===== config.mk =====
export PLATFORM = sky130hd
export DESIGN_NAME = prog_loader
export DESIGN_NICKNAME = d
export VERILOG_FILES = /design/src/rtl/prog_loader_pkg.sv /design/src/rtl/prog_loader_word_packer.sv /design/src/rtl/prog_loader.sv
export SDC_FILE = /design/constraint.sdc
export NUM_CORES = 1
export LEC_CHECK = 0
export ABC_AREA = 1
export BUFFER_PORTS_ARGS = -buffer_cell sky130_fd_sc_hd__buf_4
export CORE_UTILIZATION = 35
export DETAILED_ROUTE_END_ITERATION = 8
export PLACE_DENSITY = 0.63
export SETUP_SLACK_MARGIN = 0.15
export SLEW_MARGIN = 20
export SYNTH_ARGS = -nofsm -noshare
export SYNTH_HDL_FRONTEND = slang
export SYNTH_HIERARCHICAL = 1
export SYNTH_SLANG_ARGS = --single-unit
export TNS_END_PERCENT = 10

===== constraint.sdc =====
create_clock -name CLK -period 2.1 [get_ports CLK]
set_clock_uncertainty 0.15 [all_clocks]
set_input_delay 0.42 -clock CLK [delete_from_list [all_inputs] [get_ports CLK]]
set_output_delay 0.42 -clock CLK [all_outputs]
set_load 0.02 [all_outputs]

===== src/rtl/prog_loader_pkg.sv =====
// Shared definitions for the program loader and its consumers.
//   state_e       : loader FSM states
//   SyncByteDefault: default frame start marker
//   BytesPerWord  : payload bytes per instruction word (little-endian)
//   NFieldW       : width of the frame word-count field
//   instr_word_t  : 32-bit instruction word, shared with the CPU
package prog_loader_pkg;

  typedef enum logic [1:0] {StIdle, StCount, StData, StCheck} state_e;

  localparam logic [7:0]  SyncByteDefault = 8'hA5;
  localparam int unsigned BytesPerWord    = 4;
  localparam int unsigned NFieldW         = 8;

  typedef logic [31:0] instr_word_t;

endpackage


===== src/rtl/prog_loader_word_packer.sv =====
// word_packer: assembles little-endian bytes into 32-bit words and keeps a running XOR.
// Ports:
//   CLK, RST    : clock, synchronous active-high reset
//   load, seed  : restart packing at byte 0 and load the running XOR with seed
//   byte_valid  : byte_data holds a payload byte this cycle
//   byte_data   : payload byte
//   word_last   : combinational, this byte completes a word
//   word        : last completed word (registered)
//   word_valid  : one-cycle pulse the cycle after a word completes
//   xor_sum     : running XOR of seed and all payload bytes since load
module word_packer
  import prog_loader_pkg::*;
(
  input  logic        CLK,
  input  logic        RST,
  input  logic        load,
  input  logic [7:0]  seed,
  input  logic        byte_valid,
  input  logic [7:0]  byte_data,
  output logic        word_last,
  output instr_word_t word,
  output logic        word_valid,
  output logic [7:0]  xor_sum
);

  logic [1:0]  idx_q;
  logic [23:0] buf_q;  // bytes 0..2; byte 3 goes straight into the output word

  assign word_last = byte_valid && (idx_q == 2'(BytesPerWord - 1));

  always_ff @(posedge CLK) begin
    if (RST) begin
      idx_q      <= '0;
      buf_q      <= '0;
      word       <= '0;
      word_valid <= 1'b0;
      xor_sum    <= '0;
    end else begin
      word_valid <= 1'b0;
      if (load) begin
        idx_q   <= '0;
        xor_sum <= seed;
      end else if (byte_valid) begin
        xor_sum <= xor_sum ^ byte_data;
        idx_q   <= idx_q + 2'd1;
        unique case (idx_q)
          2'd0: buf_q[7:0]   <= byte_data;
          2'd1: buf_q[15:8]  <= byte_data;
          2'd2: buf_q[23:16] <= byte_data;
          2'd3: begin
            word       <= {byte_data, buf_q};
            word_valid <= 1'b1;
          end
          default: ;
        endcase
      end
    end
  end

endmodule


===== src/rtl/prog_loader.sv =====
// prog_loader: writes a framed program image from a UART byte stream into instruction memory.
// Frame: SYNC_BYTE, N (1..DEPTH), 4*N little-endian payload bytes, CHK (XOR of N and payload).
// The CPU is held until a complete image passes its checksum.
// Optional macro PROG_LOADER_TIMEOUT_EN adds an inter-byte timeout of TIMEOUT_CYCLES.
// Ports:
//   CLK, RST            : clock, synchronous active-high reset
//   rx_valid, rx_data   : received byte strobe and data, no backpressure
//   mem_we, mem_addr,
//   mem_wdata           : instruction memory write port (one-cycle write pulse)
//   cpu_hold            : freezes the CPU while 1
//   load_done, load_err : level status of the last load
module prog_loader
  import prog_loader_pkg::*;
#(
  parameter int unsigned DEPTH     = 16,
  parameter int unsigned ADDR_W    = 4,
  parameter logic [7:0]  SYNC_BYTE = SyncByteDefault
`ifdef PROG_LOADER_TIMEOUT_EN
  ,
  parameter int unsigned TIMEOUT_CYCLES = 1048575
`endif
) (
  input  logic              CLK,
  input  logic              RST,
  input  logic              rx_valid,
  input  logic [7:0]        rx_data,
  output logic              mem_we,
  output logic [ADDR_W-1:0] mem_addr,
  output instr_word_t       mem_wdata,
  output logic              cpu_hold,
  output logic              load_done,
  output logic              load_err
);

  state_e             state_q;
  logic [NFieldW-1:0] n_q;
  logic [NFieldW-1:0] word_cnt_q;

  logic       n_ok;
  logic       pk_load;
  logic [7:0] pk_seed;
  logic       word_last;
  logic [7:0] chk_sum;

  assign n_ok = (rx_data != '0) && ({24'd0, rx_data} <= DEPTH);

  // Sync in IDLE clears the checksum; a good N seeds it with N.
  always_comb begin
    pk_load = 1'b0;
    pk_seed = '0;
    if (rx_valid) begin
      if (state_q == StIdle && rx_data == SYNC_BYTE) begin
        pk_load = 1'b1;
      end else if (state_q == StCount && n_ok) begin
        pk_load = 1'b1;
        pk_seed = rx_data;
      end
    end
  end

  word_packer u_packer (
    .CLK        (CLK),
    .RST        (RST),
    .load       (pk_load),
    .seed       (pk_seed),
    .byte_valid (rx_valid && (state_q == StData)),
    .byte_data  (rx_data),
    .word_last  (word_last),
    .word       (mem_wdata),
    .word_valid (mem_we),
    .xor_sum    (chk_sum)
  );

`ifdef PROG_LOADER_TIMEOUT_EN
  logic [31:0] tmo_q;
  logic        timeout_hit;

  // Fires on the TIMEOUT_CYCLES-th edge after the last accepted byte.
  assign timeout_hit = (state_q != StIdle) && (tmo_q == TIMEOUT_CYCLES - 1);

  always_ff @(posedge CLK) begin
    if (RST || rx_valid || state_q == StIdle || timeout_hit) begin
      tmo_q <= '0;
    end else begin
      tmo_q <= tmo_q + 32'd1;
    end
  end
`endif

  always_ff @(posedge CLK) begin
    if (RST) begin
      state_q    <= StIdle;
      n_q        <= '0;
      word_cnt_q <= '0;
      mem_addr   <= '0;
      cpu_hold   <= 1'b1;
      load_done  <= 1'b0;
      load_err   <= 1'b0;
    end else if (rx_valid) begin
      unique case (state_q)
        StIdle: begin
          if (rx_data == SYNC_BYTE) begin
            state_q    <= StCount;
            cpu_hold   <= 1'b1;
            load_done  <= 1'b0;
            load_err   <= 1'b0;
            word_cnt_q <= '0;
            mem_addr   <= '0;
          end
        end
        StCount: begin
          if (n_ok) begin
            n_q     <= rx_data;
            state_q <= StData;
          end else begin
            load_err <= 1'b1;
            state_q  <= StIdle;
          end
        end
        StData: begin
          // The packer registers the word, so mem_addr is set alongside it.
          if (word_last) begin
            mem_addr   <= word_cnt_q[ADDR_W-1:0];
            word_cnt_q <= word_cnt_q + NFieldW'(1);
            if (word_cnt_q + NFieldW'(1) == n_q) state_q <= StCheck;
          end
        end
        StCheck: begin
          if (rx_data == chk_sum) begin
            load_done <= 1'b1;
            cpu_hold  <= 1'b0;
          end else begin
            load_err <= 1'b1;
          end
          state_q <= StIdle;
        end
        default: state_q <= StIdle;
      endcase
    end
`ifdef PROG_LOADER_TIMEOUT_EN
    else if (timeout_hit) begin
      load_err <= 1'b1;
      state_q  <= StIdle;
    end
`endif
  end

endmodule

Word-level counts from Yosys, hierarchy flattened:

Index checks and enable logic that the tools add are counted.

* output and inout port bits: 40
* word-level logic and storage cells: 87
* register bits: 92
* bits of input ports: 11

* equality and inequality tests: 15
* reductions and logical operators: 23
* add/sub/neg operators: 2
* bitwise gates (word level): 3
* order comparisons: 1
* mux-type cells: 29

Operators with widths (number)
* 8-bit 2-to-1 mux: 7
* 8-bit == test: 2
* 8-bit one-hot mux with 2 select lines: 1
* 3-bit AND reduction: 5
* 4-bit AND reduction: 3
* 1-bit 2-to-1 mux: 10
* 8-bit by 1-bit adder with 8-bit output, second input constant: 1
* 2-bit == test, second input constant: 4
* 8-bit == test, second input constant: 1
* 8-bit by 5-bit <= comparator with 1-bit output, second input constant: 1
* 2-bit 2-to-1 mux: 4
* 4-bit 2-to-1 mux: 2
* 2-bit one-hot mux with 4 select lines: 1
* 4-bit one-hot mux with 2 select lines: 1
* 8-bit nonzero test: 1
* 8-bit bitwise XOR: 1
* 2-bit by 1-bit inequality test with 1-bit output, second input constant: 3
* 2-bit inequality test, second input constant: 3
* 2-bit nonzero test: 3
* 1-bit logical AND: 5
* 5-bit AND reduction: 1
* 2-bit by 1-bit == test with 1-bit output, second input constant: 2
* 2-bit zero test: 2
* 1-bit one-hot mux with 2 select lines: 2
* 6 further kinds: 7

Logic depth before layout (Yosys ltp):

* depth in word-level cells: 8
* gate-level depth with buffers: 15
* depth with buffers taken out: 15

Modules after synthesis:

The synthesis kept the hierarchy.

By module, submodules not included
* word_packer: seq. area each 1341.3 um2, cells an instance 358, times used 1, area an instance 2671.3 um2
* prog_loader: seq. area each 500.5 um2, cells an instance 245, times used 1, area an instance 1604.0 um2

Worst setup path after synthesis:

Ideal clock, no wire load.

* path kind: input to register
* from: input rx_data[1]
* to: register u_packer.xor_sum[4]
* path slack: 0.068 ns
* required time: 1.880 ns
* data arrival time: 1.812 ns
* cell stages on the path: 10
* cell sequence: nor2_1 nand3_1 xor2_1 nand2_1 a21oi_1 buf_2 nand2_1 inv_1 a21oi_1 a21oi_1

* word-level cells in the longest chain between the ends: 7

RTL lines
* start: declaration: line prog_loader.sv:26 `input logic [7:0] rx_data,`
* 8-bit by 5-bit <= comparator with 1-bit output or 8-bit nonzero test (tied branches): line prog_loader.sv:45 `assign n_ok = (rx_data != '0) && ({24'd0, rx_data} <= DEPTH);`
* 1-bit logical AND: line prog_loader.sv:45
* 1-bit logical AND: line prog_loader.sv:54 `end else if (state_q == StCount && n_ok) begin`
* 1-bit 2-to-1 mux: line prog_loader.sv:54
* 1-bit 2-to-1 mux (*): line prog_loader.sv:52 `if (state_q == StIdle && rx_data == SYNC_BYTE) begin`
* 1-bit 2-to-1 mux (*): line prog_loader.sv:51 `if (rx_valid) begin`
* named net pk_load: line prog_loader.sv:40 `logic pk_load;`
* 8-bit 2-to-1 mux or 2-bit nonzero test (tied branches)
* end signal: assignment: line prog_loader_word_packer.sv:44 `xor_sum <= xor_sum ^ byte_data;`
* end: declaration: line prog_loader_word_packer.sv:23 `output logic [7:0] xor_sum`

Mark *: on every way through the listed nets, which the timed path passes. The rest lies on a longest branch.
A chain may end at the register's enable or synchronous reset.

Final worst setup path:

* from: register state_q[0]
* to: register u_packer.xor_sum[6]

* word-level cells in the longest chain between the ends: 6

RTL lines
* start: declaration: line prog_loader.sv:35 `state_e state_q;`
* start signal: assignment: line prog_loader.sv:92 `state_q <= StIdle;`
* start signal: assignment: line prog_loader.sv:103 `state_q <= StCount;`
* start signal: assignment: line prog_loader.sv:114 `state_q <= StData;`
* 2-bit by 1-bit == test with 1-bit output: line prog_loader.sv:54
* 1-bit logical AND: line prog_loader.sv:54
* 1-bit 2-to-1 mux: line prog_loader.sv:54
* 1-bit 2-to-1 mux (*): line prog_loader.sv:52
* 1-bit 2-to-1 mux (*): line prog_loader.sv:51
* named net pk_load: line prog_loader.sv:40
* 8-bit 2-to-1 mux or 2-bit nonzero test (tied branches)

Marks and branches as above.

==> results_dict.tcl <==
set metrics [dict create \
    initial_utilization 0.357 \
    ys_ff_latch 92 \
    drive_gt1_frac 0.234 \
    syn_avg_cell_area_sq_um 7.09 \
    syn_inst 603 \
    cts.sinks 92 \
    io_buffer_count 50 \
    synth_top_family_by_area "simple AND/OR/NAND/NOR gates" \
    cts-htree-levels 3 \
    cts_setup_buffers 0 \
    slew_viol_final 0 \
    power.density_nw_per_um2 680 \
    setup_ws_ps 262 \
    rsz0062_at_grt "true" \
    place.gp.congestion 0.813 \
    cp-startpoint "state_q[0]" \
    hold_viol 0 \
    grt_first_pass_wirelength_mm 17.4 \
    setup_viol 0 \
    firstDrtPassIters 5 \
    grt_max_degree 34 \
    die_x_um 113 \
    grt_pass1_vias 3697 \
    cap_violations 0 \
    rows 40 \
    antenna_cells 0 \
    syn2layout_area_growth_pct 26.2 \
    wl_per_cell_um 12.6 \
    yosysWarnings 6 \
    die_area_sq_um 12700 \
    ctsRootBufferMaster "clkbuf_16" \
    setup.worst_path.end_class "register" \
    drc_errors 0 \
    fmax_ghz 0.544 \
    yosysUniqueCellTypes 31 \
    r2r_end "u_packer/xor_sum[6]" \
    ant_nets 0 \
    vias 3967 \
    whs_path_depth 3 \
    syn_area_sq_um 4280 \
    synth-xor-area-share 0.0164 \
    drt_iter0_drc 206 \
    muxShareOfSynthArea 0 \
    worstPathRequired_ps 2170 \
    rr_worst_depth 9 \
    placed_cells 820 \
    whs_endpoint "u_packer/buf_q[18]" \
    ir_drop_mv 0.388 \
    grt_use_total 0.173 \
    layout_min_cycle_time_ps 1840 \
    cts_tree "built" \
    cp.arrival_ps 1910 \
    insertion_delay_ps 340 \
    cts_buffer_depth 2 \
    synthSimpleGateAreaFrac 0.307 \
    vias_per_cell 4.75 \
    start_kind "register" \
    clk_pin_slew_ps 70 \
    final_cells 836 \
    core-area_sq_um 12000 \
    antenna_found_initial 0 \
    synth_compound_area_frac 0.128 \
    p_leak_nw 2.43 \
    critical_path_class "register to register" \
    finalPower_mw 3.67 \
    cts-buffers-inserted 9 \
    min_from "rx_data[2]" \
    r2r_setup_slack_ps 260 \
    period_share 0.875 \
    dp_hpwl_mm 7.58 \
    io_pins 51 \
    synth-seq-area-share 0.431 \
    die_h_um 113 \
    r2r-start "state_q[0]" \
    nets 700 \
    crit_fanout 7 \
    wirelength_mm 10.5 \
    hp-class "input port to register" \
    dpl_worst_slack_ps -203 \
    outcome "completed" \
    grt-ovfl-total 0 \
    synth_fa_ha_area_frac 0.0146 \
]
## layout make-up
type                            count  area (sq um)
Clock buffer                       10           229
Clock inverter                      6           103
Fill cell                        1189          6570
Inverter                           74           288
Multi-Input combinational cell    416          2050
Sequential cell                    92          1850
Tap cell                          147           184
Timing Repair Buffer               91           691
## worst max path at each step
| stage | end | slack [ps] | cells after the start |
|---|---|---|---|
| 2_1_floorplan | mem_addr[0] | 130 | 12 |
| 3_3_place_gp | u_packer/word[31] | -150 | 11 |
| 3_5_place_dp | u_packer/word[14] | -200 | 11 |
| 4_1_cts | register | 160 | 12 |
| 5_1_grt | register | 110 | 13 |
| 6_report | u_packer/xor_sum[6] | 260 | 9 |
## cells by family after synthesis
logic type      after synthesis
fa+ha+maj                     5
xor+xnor                      8
flops                        92
other cells                   1
compound gates              106
buf+inv                      97
simple gates                294
## flip-flops by register name, indices dropped and copies added, names as in the netlist, named ones only
name and cells:
word_cnt_q 8, u_packer/word 32, load_done 1, u_packer/word_valid 1, cpu_hold 1, n_q 8, u_packer/idx_q 2, state_q 1
u_packer/xor_sum 8, mem_addr 4, load_err 1, u_packer/buf_q 24
## per-layer routing
| metal | global-route usage | wire, um | vias to the layer above |
|---|---|---|---|
| met5 | 0 | 0 | - |
| met4 | 0.0613 | 129 | 0 |
| met3 | 0.0373 | 455 | 9 |
| met2 | 0.283 | 4950 | 93 |
| met1 | 0.224 | 4990 | 1807 |
| li1 | - | - | 2058 |
## cells in the final DEF, fill, tap and decap left out, types with 2 or more instances in the layout
cell / synthesis / routed
ha_1: 5 / 4
bufinv_16: 0 / 2
nor2_1: 84 / 79
nand2_2: 6 / 7
xor2_1: 7 / 7
inv_1: 62 / 62
inv_4: 2 / 2
nand3_2: 5 / 6
conb_1: 1 / 3
nand3_1: 45 / 44
dfxtp_2: 0 / 3
o21ai_0: 33 / 31
inv_6: 0 / 4
nand2_1: 132 / 131
o21ai_1: 6 / 8
a21oi_1: 63 / 62
dfxtp_1: 92 / 87
dfxtp_4: 0 / 2
nor2_2: 4 / 8
clkbuf_16: 0 / 9
nor2_4: 10 / 11
nor3_1: 4 / 4
buf_4: 1 / 89
inv_2: 10 / 9
buf_6: 7 / 2
## through the flow
stage | instance area [sq um] | utilization | TNS (ps) | hold WS, ps
floorplan | 4290 | - | 0 | 289
global placement | 5000 | 0.418 | -5420 | 298
detailed placement | 5000 | 0.418 | -6860 | 305
CTS | 5330 | 0.446 | 0 | 233
global route | 5400 | 0.451 | 0 | 252
finish | 5400 | 0.451 | 0 | 242
## power breakdown
part	internal, mW	leakage [nW]	switching (mW)	total (mW)
combinational	0.0530	1.53	0.0896	0.143
clock	1.07	0.161	0.717	1.78
sequential	1.74	0.744	0.000921	1.74
## worst max-delay path: stages (launching register included)
cell     delay, ps
dfxtp_2        410
nand3_1        140
nor3_2         130
nand2_1        100
a21oi_2        150
buf_4          170
nor2_1          60
buf_4          160
a21oi_1        150
a21oi_1         90
## cells in the mapped netlist
cell,n,share of area
inv_1,62,0.054
o21ai_1,6,0.0070
nor3_1,4,0.0047
nor2_4,10,0.026
inv_4,2,0.0029
xnor2_1,1,0.0020
nand2_1,132,0.12
buf_4,1,0.0018
buf_6,7,0.018
o21ai_2,1,0.0020
nor2_2,4,0.0059
ha_1,5,0.015
nand3_1,45,0.053
dfxtp_1,92,0.43
o21ai_0,33,0.039
nor3_2,1,0.0023
nand3_2,5,0.012
xor2_1,7,0.014
clkbuf_4,3,0.0053
a211oi_1,1,0.0018
inv_2,10,0.0088
a21oi_1,63,0.074
conb_1,1,0.00088
nand3b_1,1,0.0018
nand2_2,6,0.0088
o21a_1,1,0.0018
clkbuf_1,10,0.0088
nor2_1,84,0.074
a211oi_2,1,0.0029
buf_2,2,0.0023
nor4_1,2,0.0029
## timing repair
action / 4_1_cts / 5_1_grt
endpoints found under the setup margin: 34 / 79
gates resized for setup: 2 / 22
pin swaps: 0 / 2
hold buffers: 0 / 0
Note: power is estimated with default switching activity, not from simulation.
